**src/rtl/spi_pkg.sv**
```systemverilog
// Shared SPI definitions: minion state encoding and the default packet width
// agreed with the SPI master.
package spi_pkg;

    localparam int SPI_NBITS_DEFAULT = 34;

    typedef enum logic [1:0] {
        IDLE   = 2'd0,
        ACTIVE = 2'd1,
        CHECK  = 2'd2
    } minion_state_t;

endpackage

```
**src/rtl/spi_sync_edge.sv**
```systemverilog
// Multi-flop pin synchroniser with rise/fall pulse detection against a
// one-cycle delayed copy of the synchronised value.
module spi_sync_edge #(
    parameter int   DEPTH   = 2,
    parameter logic RST_VAL = 1'b0
) (
    input  logic clk,
    input  logic rst_n,
    input  logic din,
    output logic q,
    output logic rise,
    output logic fall
);

    logic [DEPTH-1:0] chain_reg;
    logic             dly_reg;

    always_ff @(posedge clk or negedge rst_n) begin
        if (!rst_n) begin
            chain_reg <= {DEPTH{RST_VAL}};
            dly_reg   <= RST_VAL;
        end else begin
            chain_reg <= {chain_reg[DEPTH-2:0], din};
            dly_reg   <= chain_reg[DEPTH-1];
        end
    end

    assign q    = chain_reg[DEPTH-1];
    assign rise = q & ~dly_reg;
    assign fall = ~q & dly_reg;

endmodule

```
**src/rtl/spi_minion.sv**
```systemverilog
// SPI mode-0 follower: oversampled pins, nbits rx packets on a val/rdy port,
// one buffered tx word per transaction. SPI_MINION_SYNC3_EN deepens pin syncs to 3.
module spi_minion
    import spi_pkg::*;
#(
    parameter int nbits = SPI_NBITS_DEFAULT
) (
    input  logic             clk,
    input  logic             reset,
    input  logic             cs,
    input  logic             sclk,
    input  logic             mosi,
    output logic             miso,
    output logic             recv_val,
    input  logic             recv_rdy,
    output logic [nbits-1:0] recv_msg,
    input  logic             send_val,
    output logic             send_rdy,
    input  logic [nbits-1:0] send_msg,
    output logic             overflow,
    output logic             frame_err
);

`ifdef SPI_MINION_SYNC3_EN
    localparam int SYNC_DEPTH = 3;
`else
    localparam int SYNC_DEPTH = 2;
`endif
    localparam int CW = $clog2(nbits + 2);

    // Reset asserts asynchronously but releases on a clock edge.
    logic [1:0] rst_sync_reg;
    logic       rst_n_int;

    always_ff @(posedge clk or negedge reset) begin
        if (!reset) rst_sync_reg <= 2'b00;
        else        rst_sync_reg <= {rst_sync_reg[0], 1'b1};
    end
    assign rst_n_int = rst_sync_reg[1];

    // Pin index: 0 = mosi, 1 = sclk, 2 = cs (cs idles high).
    logic [2:0] pin_in, pin_s, pin_rise, pin_fall;
    assign pin_in = {cs, sclk, mosi};

    generate
        for (genvar gi = 0; gi < 3; gi++) begin : g_pin_sync
            spi_sync_edge #(
                .DEPTH   (SYNC_DEPTH),
                .RST_VAL ((gi == 2) ? 1'b1 : 1'b0)
            ) u_sync (
                .clk   (clk),
                .rst_n (rst_n_int),
                .din   (pin_in[gi]),
                .q     (pin_s[gi]),
                .rise  (pin_rise[gi]),
                .fall  (pin_fall[gi])
            );
        end
    endgenerate

    logic mosi_s, sclk_rise, sclk_fall, cs_rise, cs_fall;
    assign mosi_s    = pin_s[0];
    assign sclk_rise = pin_rise[1];
    assign sclk_fall = pin_fall[1];
    assign cs_rise   = pin_rise[2];
    assign cs_fall   = pin_fall[2];

    logic unused_pin_bits;
    assign unused_pin_bits = &{1'b0, pin_rise[0], pin_fall[0], pin_s[2:1]};

    minion_state_t    state_reg;
    logic [CW-1:0]    bit_cnt_reg;
    logic [nbits-1:0] rx_shift_reg;
    logic [nbits-1:0] tx_shift_reg;
    logic [nbits-1:0] tx_hold_reg;
    logic             tx_full_reg;

    assign send_rdy = !tx_full_reg;

    always_ff @(posedge clk or negedge rst_n_int) begin
        if (!rst_n_int) begin
            state_reg    <= IDLE;
            bit_cnt_reg  <= '0;
            rx_shift_reg <= '0;
            tx_shift_reg <= '0;
            tx_hold_reg  <= '0;
            tx_full_reg  <= 1'b0;
            miso         <= 1'b0;
            recv_val     <= 1'b0;
            recv_msg     <= '0;
            overflow     <= 1'b0;
            frame_err    <= 1'b0;
        end else begin
            // Consumer handshake retires the word; a CHECK reload below overrides.
            if (recv_val && recv_rdy) recv_val <= 1'b0;

            if (send_val && !tx_full_reg) begin
                tx_hold_reg <= send_msg;
                tx_full_reg <= 1'b1;
            end

            case (state_reg)
                IDLE: begin
                    if (cs_fall) begin
                        state_reg    <= ACTIVE;
                        bit_cnt_reg  <= '0;
                        rx_shift_reg <= '0;
                        if (tx_full_reg) begin
                            tx_shift_reg <= tx_hold_reg;
                            miso         <= tx_hold_reg[nbits-1];
                            tx_full_reg  <= 1'b0;
                        end else begin
                            tx_shift_reg <= '0;
                            miso         <= 1'b0;
                        end
                    end
                end
                ACTIVE: begin
                    if (sclk_rise) begin
                        rx_shift_reg <= {rx_shift_reg[nbits-2:0], mosi_s};
                        if (bit_cnt_reg != CW'(nbits + 1))
                            bit_cnt_reg <= bit_cnt_reg + 1'b1;
                    end
                    if (sclk_fall) begin
                        tx_shift_reg <= {tx_shift_reg[nbits-2:0], 1'b0};
                        miso         <= tx_shift_reg[nbits-2];
                    end
                    if (cs_rise) state_reg <= CHECK;
                end
                CHECK: begin
                    state_reg <= IDLE;
                    miso      <= 1'b0;
                    if (bit_cnt_reg != CW'(nbits)) begin
                        frame_err <= 1'b1;
                    end else if (!recv_val || recv_rdy) begin
                        recv_msg <= rx_shift_reg;
                        recv_val <= 1'b1;
                    end else begin
                        overflow <= 1'b1;
                    end
                end
                default: state_reg <= IDLE;
            endcase
        end
    end

endmodule

```
**config.mk**
```make
export PLATFORM = sky130hd
export DESIGN_NAME = spi_minion
export DESIGN_NICKNAME = d
export VERILOG_FILES = /design/src/rtl/spi_pkg.sv /design/src/rtl/spi_sync_edge.sv /design/src/rtl/spi_minion.sv
export SDC_FILE = /design/constraint.sdc
export NUM_CORES = 1
export LEC_CHECK = 0
export CAP_MARGIN = 15
export CORE_MARGIN = 1.5
export CORE_UTILIZATION = 41
export CTS_BUF_LIST = sky130_fd_sc_hd__clkbuf_8
export DETAILED_ROUTE_END_ITERATION = 8
export GPL_ROUTABILITY_DRIVEN = 1
export PLACE_DENSITY = 0.62
export SLEW_MARGIN = 20
export SYNTH_ARGS = -nofsm -noshare
export SYNTH_HDL_FRONTEND = slang
export SYNTH_SLANG_ARGS = --single-unit
```
**constraint.sdc**
```tcl
create_clock -name clk -period 6.3 [get_ports clk]
set_clock_uncertainty 0.05 [all_clocks]
set_input_delay 0.945 -clock clk [delete_from_list [all_inputs] [get_ports clk]]
set_output_delay 0.945 -clock clk [all_outputs]
set_load 0.05 [all_outputs]
```
**After elaboration in Yosys (flattened, before gate mapping)**

Cells that the tools add are included.

- $add $sub $neg: 1
- Equality and inequality tests: 9
- Muxes and demuxes: 26
- Bitwise gates (word level): 10
- Reduce and logical (&&, ||, !) cells: 16

Operators with widths:

| cell | number |
|---|---|
| $mux 33 | 3 |
| $mux 34 | 2 |
| $pmux 34 s2 | 1 |
| $pmux 33 s2 | 1 |
| $mux 6 | 3 |
| $reduce_and 3->1 | 5 |
| $ne 6x6->1 const B | 2 |
| $pmux 6 s2 | 1 |
| $mux 1 | 11 |
| $add 6x1->6 const B | 1 |
| $ne 2x2->1 const B | 3 |
| $not 1->1 | 6 |
| $and 1x1->1 | 4 |
| $mux 2 | 2 |
| $ne 2x1->1 const B | 2 |
| $pmux 2 s2 | 1 |
| $reduce_and 2->1 | 2 |
| $reduce_and 4->1 | 1 |
| $pmux 1 s3 | 1 |
| $reduce_bool 3->1 | 1 |
| $eq 2x1->1 const B | 1 |
| $eq 2x2->1 const B | 1 |
| $logic_and 1x1->1 | 2 |
| $logic_not 1->1 | 2 |
| other kinds (3) | 3 |

- Register bits after elaboration: 158

**Logic depth before layout (Yosys ltp)**

Gate-level depths: netlist (run 1).

- Word-level depth: 6
- Depth in mapped cells: 8
- Depth with buffers taken out: 5

**Modules after synthesis**

From an unflattened synthesis (run 1), not the netlist that was laid out.

- Cells, all modules: 508
- Area, all modules: 6,742.7 µm²

By module, submodules not included:

| module | times used | cells an instance | area each (µm²) | seq. area each (µm²) |
|---|---|---|---|---|
| spi_minion | 1 | 493 | 6,468.7 | 3,753.6 |
| spi_sync_edge (g_pin_sync[0].u_sync ...) | 2 | 5 | 90.1 | 75.1 |
| spi_sync_edge (g_pin_sync[2].u_sync) | 1 | 5 | 93.8 | 78.8 |

**Worst setup path after synthesis (run 1)**

Ideal clock, no wire load.

- Kind: input to register
- Start point: input port send_val
- End point: register tx_hold_reg[10]
- Setup time: 0.125 ns
- Arrival time: 1.854 ns
- Data required time: 6.125 ns
- Path slack: 4.271 ns
- Stages: 4
- Path buffers: 2
- Cells stage by stage: nor2b_1 > clkbuf_1 > buf_2 > mux2_2

- Word-level cells in the longest chain between the ends: 1

Ends and longest elaborated chain:

| item | RTL line | source |
|---|---|---|
| start, declared | spi_minion.sv:17 | `input logic send_val,` |
| $logic_and 1x1->1 | spi_minion.sv:97 | `if (send_val && !tx_full_reg) begin` |
| end signal, assigned | spi_minion.sv:98 | `tx_hold_reg <= send_msg;` |
| end, declared | spi_minion.sv:75 | `logic [nbits-1:0] tx_hold_reg;` |

No other way between the ends.
A chain may end at the register's enable or synchronous reset.

**Worst setup path in the final report (run 1)**

- Start point: register state_reg[1]
- End point: register rx_shift_reg[25]

- Word-level cells in the longest chain between the ends: 3
- Elaborated cells on any way between the ends: 7
- Classes of those cells: eq/ne: 3; mux: 1; reduce/logical: 3

Ends and longest elaborated chain:

| item | RTL line | source |
|---|---|---|
| start, declared | spi_minion.sv:71 | `minion_state_t state_reg;` |
| start signal, assigned | spi_minion.sv:82 | `state_reg <= IDLE;` |
| start signal, assigned | spi_minion.sv:105 | `state_reg <= ACTIVE;` |
| start signal, assigned | spi_minion.sv:128 | `if (cs_rise) state_reg <= CHECK;` |
| $eq 2x1->1 or $logic_not 2->1 (tied branches) | spi_minion.sv:102 | `case (state_reg)` |
| $ne 2x1->1 (no line) (tied with other cells) | -- |  |
| $reduce_and 3->1 (no line) | -- |  |
| end signal, assigned | spi_minion.sv:120 | `rx_shift_reg <= {rx_shift_reg[nbits-2:0], mosi_s};` |
| end, declared | spi_minion.sv:73 | `logic [nbits-1:0] rx_shift_reg;` |

Several ways; a longest one is shown, not always the timed one.

==> results.ini, run 1 <==
[final_layout]
drive_gt1_share_pct=25.35
nets=611
areaGrowthSynthToFinish_pct=20.11
num_antenna_cells=0
fillCellCount=1393

[power_and_ir_drop]
pwr_density_cell_nw_per_um2=406.4
leakage_nw=3.573
finalPower_mw=3.231
peakVddDrop_v=0.0002230

[synth]
syn_inst=498
synthesis.area_um2=6620
yosys_warnings=0
synth_area_per_cell_um2=13.29
synth-edff-count=0
synth-seq-cells=158
ys_seq_area_share_pct=59.78
synth_ff_type=dfrtp_1
async_flop_share_pct=100.0
yosys.cell_types.count=39
syn_nets=545

[cts]
clkTransAtPathRegs_ns=0.08
cts_buffers=17
clk_latency_ns=0.44
cts_tree=built
ctsHoldBuffers=0
cts.sinks=158
clockBufferDepth=2
clockRootBuffer=clkbuf_8
post_cts_resized=0
post-cts-setup-buffers=0
cts.htree.levels=4

[placed_design]
numPortBuffers=79
gp_congestion=0.7064
dp_hpwl_um=7661

[die]
die_area_um2=16920
pin_count=80
die_x_um=130.1
start_util_pct=41.83
coreArea_um2=15830
die_y_um=130.1
num_rows=46

[setup_path]
crit_type=reg2reg
start_kind=flip-flop
critical_path.max_fanout=84
required_ns=6.53
critPathCaptureType=flip-flop
arrival_ns=3.81

[route]
drtIter0Drc=262
drtPass1Iterations=4
viasPerCell=5.067
finalWirelength_um=11930
drtAntennaViolNets=0
vias=4013
drc=0
avgRoutedWirePerCell_um=15.07

[global_route]
grt_pass1_wl_um=19910
grt_overflow=0
grt_pass1_vias=3988
antenna_found_initial=0
grt_max_degree=85
track_usage_pct=15.19

[timing]
max_freq_mhz=279.3
finalHoldViolations=0
rsz0062_at_grt=no
max_slew_margin_pct=30.16
maxSlewViolCount=0
fin_crit_sh_pct=56.82
tns_ns=0
period_minus_slack_ns=3.580
worst_slew_pin_slew_ns=1.044
setup-violations-final=0

[outcome]
status=complete, no violations

[flow_run]
max_cap_violations=0

[worst_hold_path]
hold_class=reg2async

-- cells by family after synthesis --
group	after synthesis	synth area share, %
and+or+nand+nor	69	5.235
buffers and inverters	42	2.967
AOI/OAI and AO/OA	116	11.15
other	1	0.05665
DFF	158	59.78
muxes	106	19.67
adders and majority gates	6	1.134
-- metrics by stage --
step / cells / instance area [µm²] / worst slack (ns) / hold WS, ns / util (%)
finish: 792 / 7951 / 2.720 / 0.2776 / 50.24
floorplan: 498 / 6620 / 1.527 / 0.2812 / -
global route: 792 / 7951 / 2.425 / 0.3069 / 50.24
CTS: 792 / 7950 / 2.713 / 0.3042 / 50.23
detailed placement: 761 / 7584 / 2.697 / 0.2871 / 47.91
global placement: 761 / 7584 / 2.866 / 0.2899 / 47.91
-- report_power, final --
group	internal (mW)	switching, mW
logic	0.545	0.563
clock network	0.361	0.347
registers	1.27	0.151
total	2.17	1.06
-- cells in the final DEF, fill, tap and decap left out, types with 2 or more instances in the layout --
master and n:
bufinv_16 2, nor2_1 2, mux2_4 30, ha_1 5
inv_1 11, a22o_1 32, clkinv_2 6, mux2i_1 2
clkdlybuf4s50_1 79, dfrtp_1 154, nand3_1 4, nand2_1 44
and3_1 2, o21ai_0 68, dfstp_2 3, nand2b_1 4
clkbuf_8 19, o21ai_1 3, nor2b_1 3, o31ai_1 2
mux2_2 73, buf_4 3
-- cell type report --
type	count	area, µm²	area share [%]
Clock buffer	19	261.5	3.289
Clock inverter	12	105.1	1.322
Inverter	7	26.28	0.3304
Multi-Input combinational cell	298	2514	31.61
Sequential cell	158	3961	49.82
Tap cell	216	270.3	3.399
Timing Repair Buffer	82	813.3	10.23
-- layer usage --
| metal | wire length [µm] | GRT usage, % | vias up |
|---|---|---|---|
| met5 | 0 | 0 | - |
| met4 | 140 | 5.425 | 0 |
| met3 | 456 | 4.428 | 17 |
| met2 | 5635 | 23.50 | 87 |
| met1 | 5700 | 20.42 | 2003 |
| li1 | - | - | 1906 |
-- critical path: stages, from the launching register on --
cell     delay [ns]
dfrtp_1        0.41
inv_1          0.14
ha_4           0.76
mux2i_4        0.92
or2_1          0.86
o21ai_0        0.24
-- cell usage after synthesis, types with 2 or more instances --
library cell	instances	area (µm²)
a22o_1	32	280.3
nand2b_1	4	25.02
mux2_2	73	822.0
ha_1	6	75.07
nor2b_1	4	25.02
o31ai_1	2	15.01
o21ai_1	4	20.02
inv_1	7	26.28
mux2_4	30	450.4
o21ai_0	68	340.3
dfstp_2	3	78.83
nand3_1	4	20.02
clkbuf_1	19	71.32
and3_1	2	12.51
buf_6	3	33.78
mux2i_1	3	30.03
dfrtp_1	155	3879
nor2_1	3	11.26
nand2_1	44	165.2
buf_2	13	65.06
-- path summary, 6_finish.rpt --
check	startpoint	to	slack, ns	cells after the start
max	state_reg[1]	rx_shift_reg[25]	2.72	5
min	rst_sync_reg[1]	tx_shift_reg[27]	0.28	0
max reg2reg	state_reg[1]	rx_shift_reg[25]	2.72	5
min reg2reg	rst_sync_reg[1]	tx_shift_reg[27]	0.28	0
max in group asynchronous	rst_sync_reg[1]	recv_msg[2]	4.79	1
min in group clk	g_pin_sync[2].u_sync.chain_reg[0]	g_pin_sync[2].u_sync.chain_reg[1]	0.31	0
Power figures use the tool's default switching activity.
==> run 2, diff against run 1 <==
==> constraint.sdc (replaced) <==
create_clock -name clk -period 3.4 [get_ports clk]
set_clock_uncertainty 0.05 [all_clocks]
set_input_delay 0.51 -clock clk [delete_from_list [all_inputs] [get_ports clk]]
set_output_delay 0.51 -clock clk [all_outputs]
set_load 0.05 [all_outputs]
==> results.ini, run 2 (same netlist as run 1, synthesis figures left out) <==
[outcome]
status=complete, no violations

[worst_hold_path]
hold_class=in2async

[setup_path]
start_kind=flip-flop
path_cells=inv_1, ha_2, mux2i_4, buf_4, nor3_2, mux2_2
cp_top_family=adder cells
required_ns=3.68  ; -2.85 ns
worst-path-buf-inv=2  ; +1
slowest_delay_ns=0.70  ; -0.22 ns
path_depth=6  ; +1
critPathCaptureType=flip-flop
critical_path.max_fanout=38  ; -55%
ff2ff_path_depth=6  ; +1
arrival_ns=2.88  ; -0.93 ns
crit_type=reg2reg
crit_slowest_cell=ha_2

[timing]
fin_crit_sh_pct=76.40  ; +20 points
postLayoutSetupSlackWorst_ns=0.8024  ; -1.918 ns
setup-violations-final=0  ; unchanged
worst_slew_pin_slew_ns=1.058  ; +0.01483 ns
maxSlewViolCount=0  ; unchanged
tns_ns=0  ; unchanged
max_freq_mhz=385.0  ; +38%
rsz0062_at_grt=no
finalHoldViolations=0  ; unchanged
max_slew_margin_pct=29.17  ; -0.99 points
period_minus_slack_ns=2.598  ; -0.9822 ns

[route]
finalWirelength_um=12150  ; +1.9%
vias=4058  ; +1.1%
avgRoutedWirePerCell_um=15.21  ; +0.97%
viasPerCell=5.079  ; +0.24%
drtIter0Drc=223  ; -15%
drc=0  ; unchanged
drtAntennaViolNets=0  ; unchanged
drtPass1Iterations=4  ; unchanged

[final_layout]
final_cell_mix=dfrtp_1, clkdlybuf4s50_1, mux2_2
num_antenna_cells=0  ; unchanged
areaGrowthSynthToFinish_pct=22.26
mostFrequentLayoutCell=dfrtp_1
nets=617  ; +0.98%
drive_gt1_share_pct=25.90  ; +0.55 points

[die]
start_util_pct=41.83  ; unchanged
pin_count=80  ; unchanged
num_rows=46  ; unchanged
die_y_um=130.1  ; unchanged
coreArea_um2=15830  ; unchanged
die_x_um=130.1  ; unchanged
die_area_um2=16920  ; unchanged

[cts]
clk_latency_ns=0.44  ; about the same
cts_tree=built
ctsHoldBuffers=0  ; unchanged
cts.sinks=158  ; unchanged
cts.htree.levels=4  ; unchanged
cts_buffers=17  ; unchanged
clkTransAtPathRegs_ns=0.08  ; about the same
clockBufferDepth=2  ; unchanged
post_cts_resized=0  ; unchanged
clockRootBuffer=clkbuf_8
post-cts-setup-buffers=0  ; unchanged

[global_route]
grt_pass1_wl_um=20610  ; +3.5%
grt_max_degree=59  ; -31%
track_usage_pct=15.71  ; +0.52 points
antenna_found_initial=0  ; unchanged
grt_pass1_vias=4080  ; +2.3%
grt_overflow=0  ; unchanged

[flow_run]
max_cap_violations=0  ; unchanged

[placed_design]
dp_hpwl_um=7807  ; +1.9%
gp_congestion=0.6956  ; -1.5%
numPortBuffers=79  ; unchanged
place_ws_ns=0.7949  ; -1.902 ns

[power_and_ir_drop]
pwr_density_cell_nw_per_um2=780.2  ; +92%
finalPower_mw=6.315  ; +95%
peakVddDrop_v=0.0003831  ; +72%
leakage_nw=3.647  ; +2.1%

-- run 2: cell types whose count changed in the layout (fill, tap and decap cells not counted), sizes merged --
cell	delta
buf	+6
clkinv	-5
bufinv	+3
inv	+1
clkbuf	+2
-- run 2: final timing paths --
check,end,slack [ns],from
max reg2reg,bit_cnt_reg[1],0.80,state_reg[1]
min reg2reg,g_pin_sync[0].u_sync.chain_reg[1],0.30,g_pin_sync[0].u_sync.chain_reg[0]
max,bit_cnt_reg[1],0.80,state_reg[1]
min,rst_sync_reg[1],0.18,reset
max in group asynchronous,g_pin_sync[2].u_sync.chain_reg[1],2.14,rst_sync_reg[1]
min in group clk,g_pin_sync[0].u_sync.chain_reg[1],0.30,g_pin_sync[0].u_sync.chain_reg[0]
-- run 2: where the power goes --
part,switching [mW],internal (mW),total [mW]
logic,1.08,1.03,2.12
registers,0.273,2.34,2.62
clock network,0.641,0.939,1.58
total,2.00,4.32,6.32
-- run 2: through the flow --
stage	hold WS (ns)	util, %	cell area (µm²)	instances
after floorplan	0.1644	-	6621	498
after global placement	0.2884	48.21	7631	767
after detailed placement	0.2903	48.21	7631	767
after CTS	0.1596	51.14	8094	799
after global routing	0.1459	51.14	8094	799
final	0.1789	51.14	8094	799
-- run 2: area by class of cell --
type | instances | area (µm²)
flip-flops and latches | 158 | 3961
clock buffers | 21 | 289.0
inverters | 7 | 26.28
clock inverters | 11 | 173.9
well taps | 216 | 270.3
repair buffers | 88 | 870.8
multi-input cells | 298 | 2502
fillers | 1355 | 7734
-- run 2: per-layer routing --
| layer | vias up | part of all wire, % | track usage [%] |
|---|---|---|---|
| met1 | 2036 | 47 | 20.83 |
| met5 | - | 0 | 0 |
| li1 | 1915 | - | - |
| met3 | 14 | 4.0 | 4.264 |
| met2 | 93 | 48 | 25.23 |
| met4 | 0 | 0.81 | 4.902 |
==> run 3, diff against run 2 <==
==> constraint.sdc (replaced) <==
create_clock -name clk -period 2.5 [get_ports clk]
set_clock_uncertainty 0.05 [all_clocks]
set_input_delay 0.375 -clock clk [delete_from_list [all_inputs] [get_ports clk]]
set_output_delay 0.375 -clock clk [all_outputs]
set_load 0.05 [all_outputs]
==> results.ini, run 3 (same netlist as run 1, synthesis figures left out) <==
[timing]
maxSlewViolCount=0  ; unchanged
max_freq_mhz=439.4  ; +14%
finalHoldViolations=0  ; unchanged
max_slew_margin_pct=27.74  ; -1.4 points
rsz0062_at_grt=no
tns_ns=0  ; unchanged
setup-violations-final=0  ; unchanged
fin_crit_sh_pct=91.04  ; +15 points
period_minus_slack_ns=2.276  ; -0.3217 ns
worst_slew_pin_slew_ns=1.080  ; +0.02132 ns
postLayoutSetupSlackWorst_ns=0.2241  ; -0.5783 ns

[route]
drc=0  ; unchanged
viasPerCell=5.009  ; -1.4%
finalWirelength_um=12060  ; -0.74%
drtIter0Drc=219  ; -1.8%
drtAntennaViolNets=0  ; unchanged
vias=4032  ; -0.64%
drtPass1Iterations=5  ; +1
avgRoutedWirePerCell_um=14.99  ; -1.5%

[final_layout]
areaGrowthSynthToFinish_pct=22.00
mostFrequentLayoutCell=dfrtp_1
nets=623  ; +0.97%
instances_no_fill=805  ; +0.75%
final_util_pct=51.03  ; -0.11 points
regArea_um2=3961  ; unchanged
fillCellCount=1356  ; +0.074%
final_cell_mix=dfrtp_1, clkdlybuf4s50_1, mux2_2
drive_gt1_share_pct=26.66  ; +0.75 points
multi_input_area_um2=2497  ; -0.20%
num_antenna_cells=0  ; unchanged

[outcome]
status=complete, no violations

[global_route]
grt_pass1_wl_um=20710  ; +0.50%
grt_overflow=0  ; unchanged
grt_pass1_vias=4188  ; +2.6%
track_usage_pct=15.70  ; about the same
antenna_found_initial=0  ; unchanged
grt_max_degree=80  ; +36%

[cts]
clkTransAtPathRegs_ns=0.08  ; about the same
clockRootBuffer=clkbuf_8
cts_buffers=17  ; unchanged
clk_latency_ns=0.44  ; about the same
cts_tree=built
clockBufferDepth=2  ; unchanged
ctsHoldBuffers=0  ; unchanged
post-cts-setup-buffers=0  ; unchanged
cts.sinks=158  ; unchanged
cts.htree.levels=4  ; unchanged
post_cts_resized=0  ; unchanged

[setup_path]
critPathCaptureType=flip-flop
required_ns=2.77  ; -0.91 ns
start_kind=flip-flop
critical_path.max_fanout=33  ; -13%
crit_type=reg2reg
arrival_ns=2.54  ; -0.34 ns

[power_and_ir_drop]
leakage_nw=3.633  ; -0.38%
peakVddDrop_v=0.0005532  ; +44%
pwr_density_cell_nw_per_um2=1029  ; +32%

[die]
die_y_um=130.1  ; unchanged
die_area_um2=16920  ; unchanged
coreArea_um2=15830  ; unchanged
num_rows=46  ; unchanged
die_x_um=130.1  ; unchanged
pin_count=80  ; unchanged
start_util_pct=41.83  ; unchanged

[placed_design]
dp.cells=773  ; +0.78%
gp_congestion=0.7394  ; +6.3%
dp_hpwl_um=7794  ; -0.17%
numPortBuffers=79  ; unchanged
place_ws_ns=0.2097  ; -0.5852 ns

[flow_run]
max_cap_violations=0  ; unchanged

[worst_hold_path]
hold_class=in2async

## run 3: worst max-delay path, cell delays in order, from the launching register on
cell	delay [ns]
dfrtp_1	0.40
inv_1	0.10
ha_1	0.31
o21ai_4	0.87
mux2_2	0.43
## run 3: path summary, 6_finish.rpt
kind                                 start          endpoint  slack [ns]  cells after the start
max                           state_reg[1]  tx_shift_reg[28]        0.22                      4
min                                  reset   rst_sync_reg[0]        0.05                      1
max reg2reg                   state_reg[1]  tx_shift_reg[28]        0.22                      4
min reg2reg                rst_sync_reg[1]   tx_hold_reg[12]        0.22                      0
max in group asynchronous  rst_sync_reg[1]   rx_shift_reg[7]        1.42                      1
min in group clk           rst_sync_reg[0]   rst_sync_reg[1]        0.31                      0
## run 3: metrics by stage
step	instance area [µm²]	total power [mW]	hold WS, ns
floorplan	6624	5.802	0.02941
global placement	7696	6.450	0.2442
detailed placement	7696	6.586	0.2437
CTS	8077	8.424	0.01631
global route	8077	8.884	0.02172
finish	8077	8.313	0.05249
## run 3: cell type report
class	instances	area share [%]
clock buffers	18	3.067
clock inverters	14	1.642
inverters	7	0.3253
multi-input cells	298	30.92
flip-flops and latches	158	49.05
well taps	216	3.346
repair buffers	94	11.65
## run 3: layer usage
| layer | wire length [µm] | track usage (%) | vias up |
|---|---|---|---|
| met5 | 0 | 0 | - |
| met4 | 138 | 5.882 | 0 |
| met3 | 456 | 4.059 | 13 |
| met2 | 5590 | 24.77 | 89 |
| met1 | 5880 | 20.92 | 2015 |
| li1 | - | - | 1915 |
## run 3: power by group
| group | total (mW) | internal, mW | leakage [nW] | switching (mW) |
|---|---|---|---|---|
| clock | 1.81 | 0.901 | 0.202 | 0.906 |
| combinational | 2.95 | 1.47 | 1.39 | 1.48 |
| sequential | 3.55 | 3.19 | 2.04 | 0.365 |
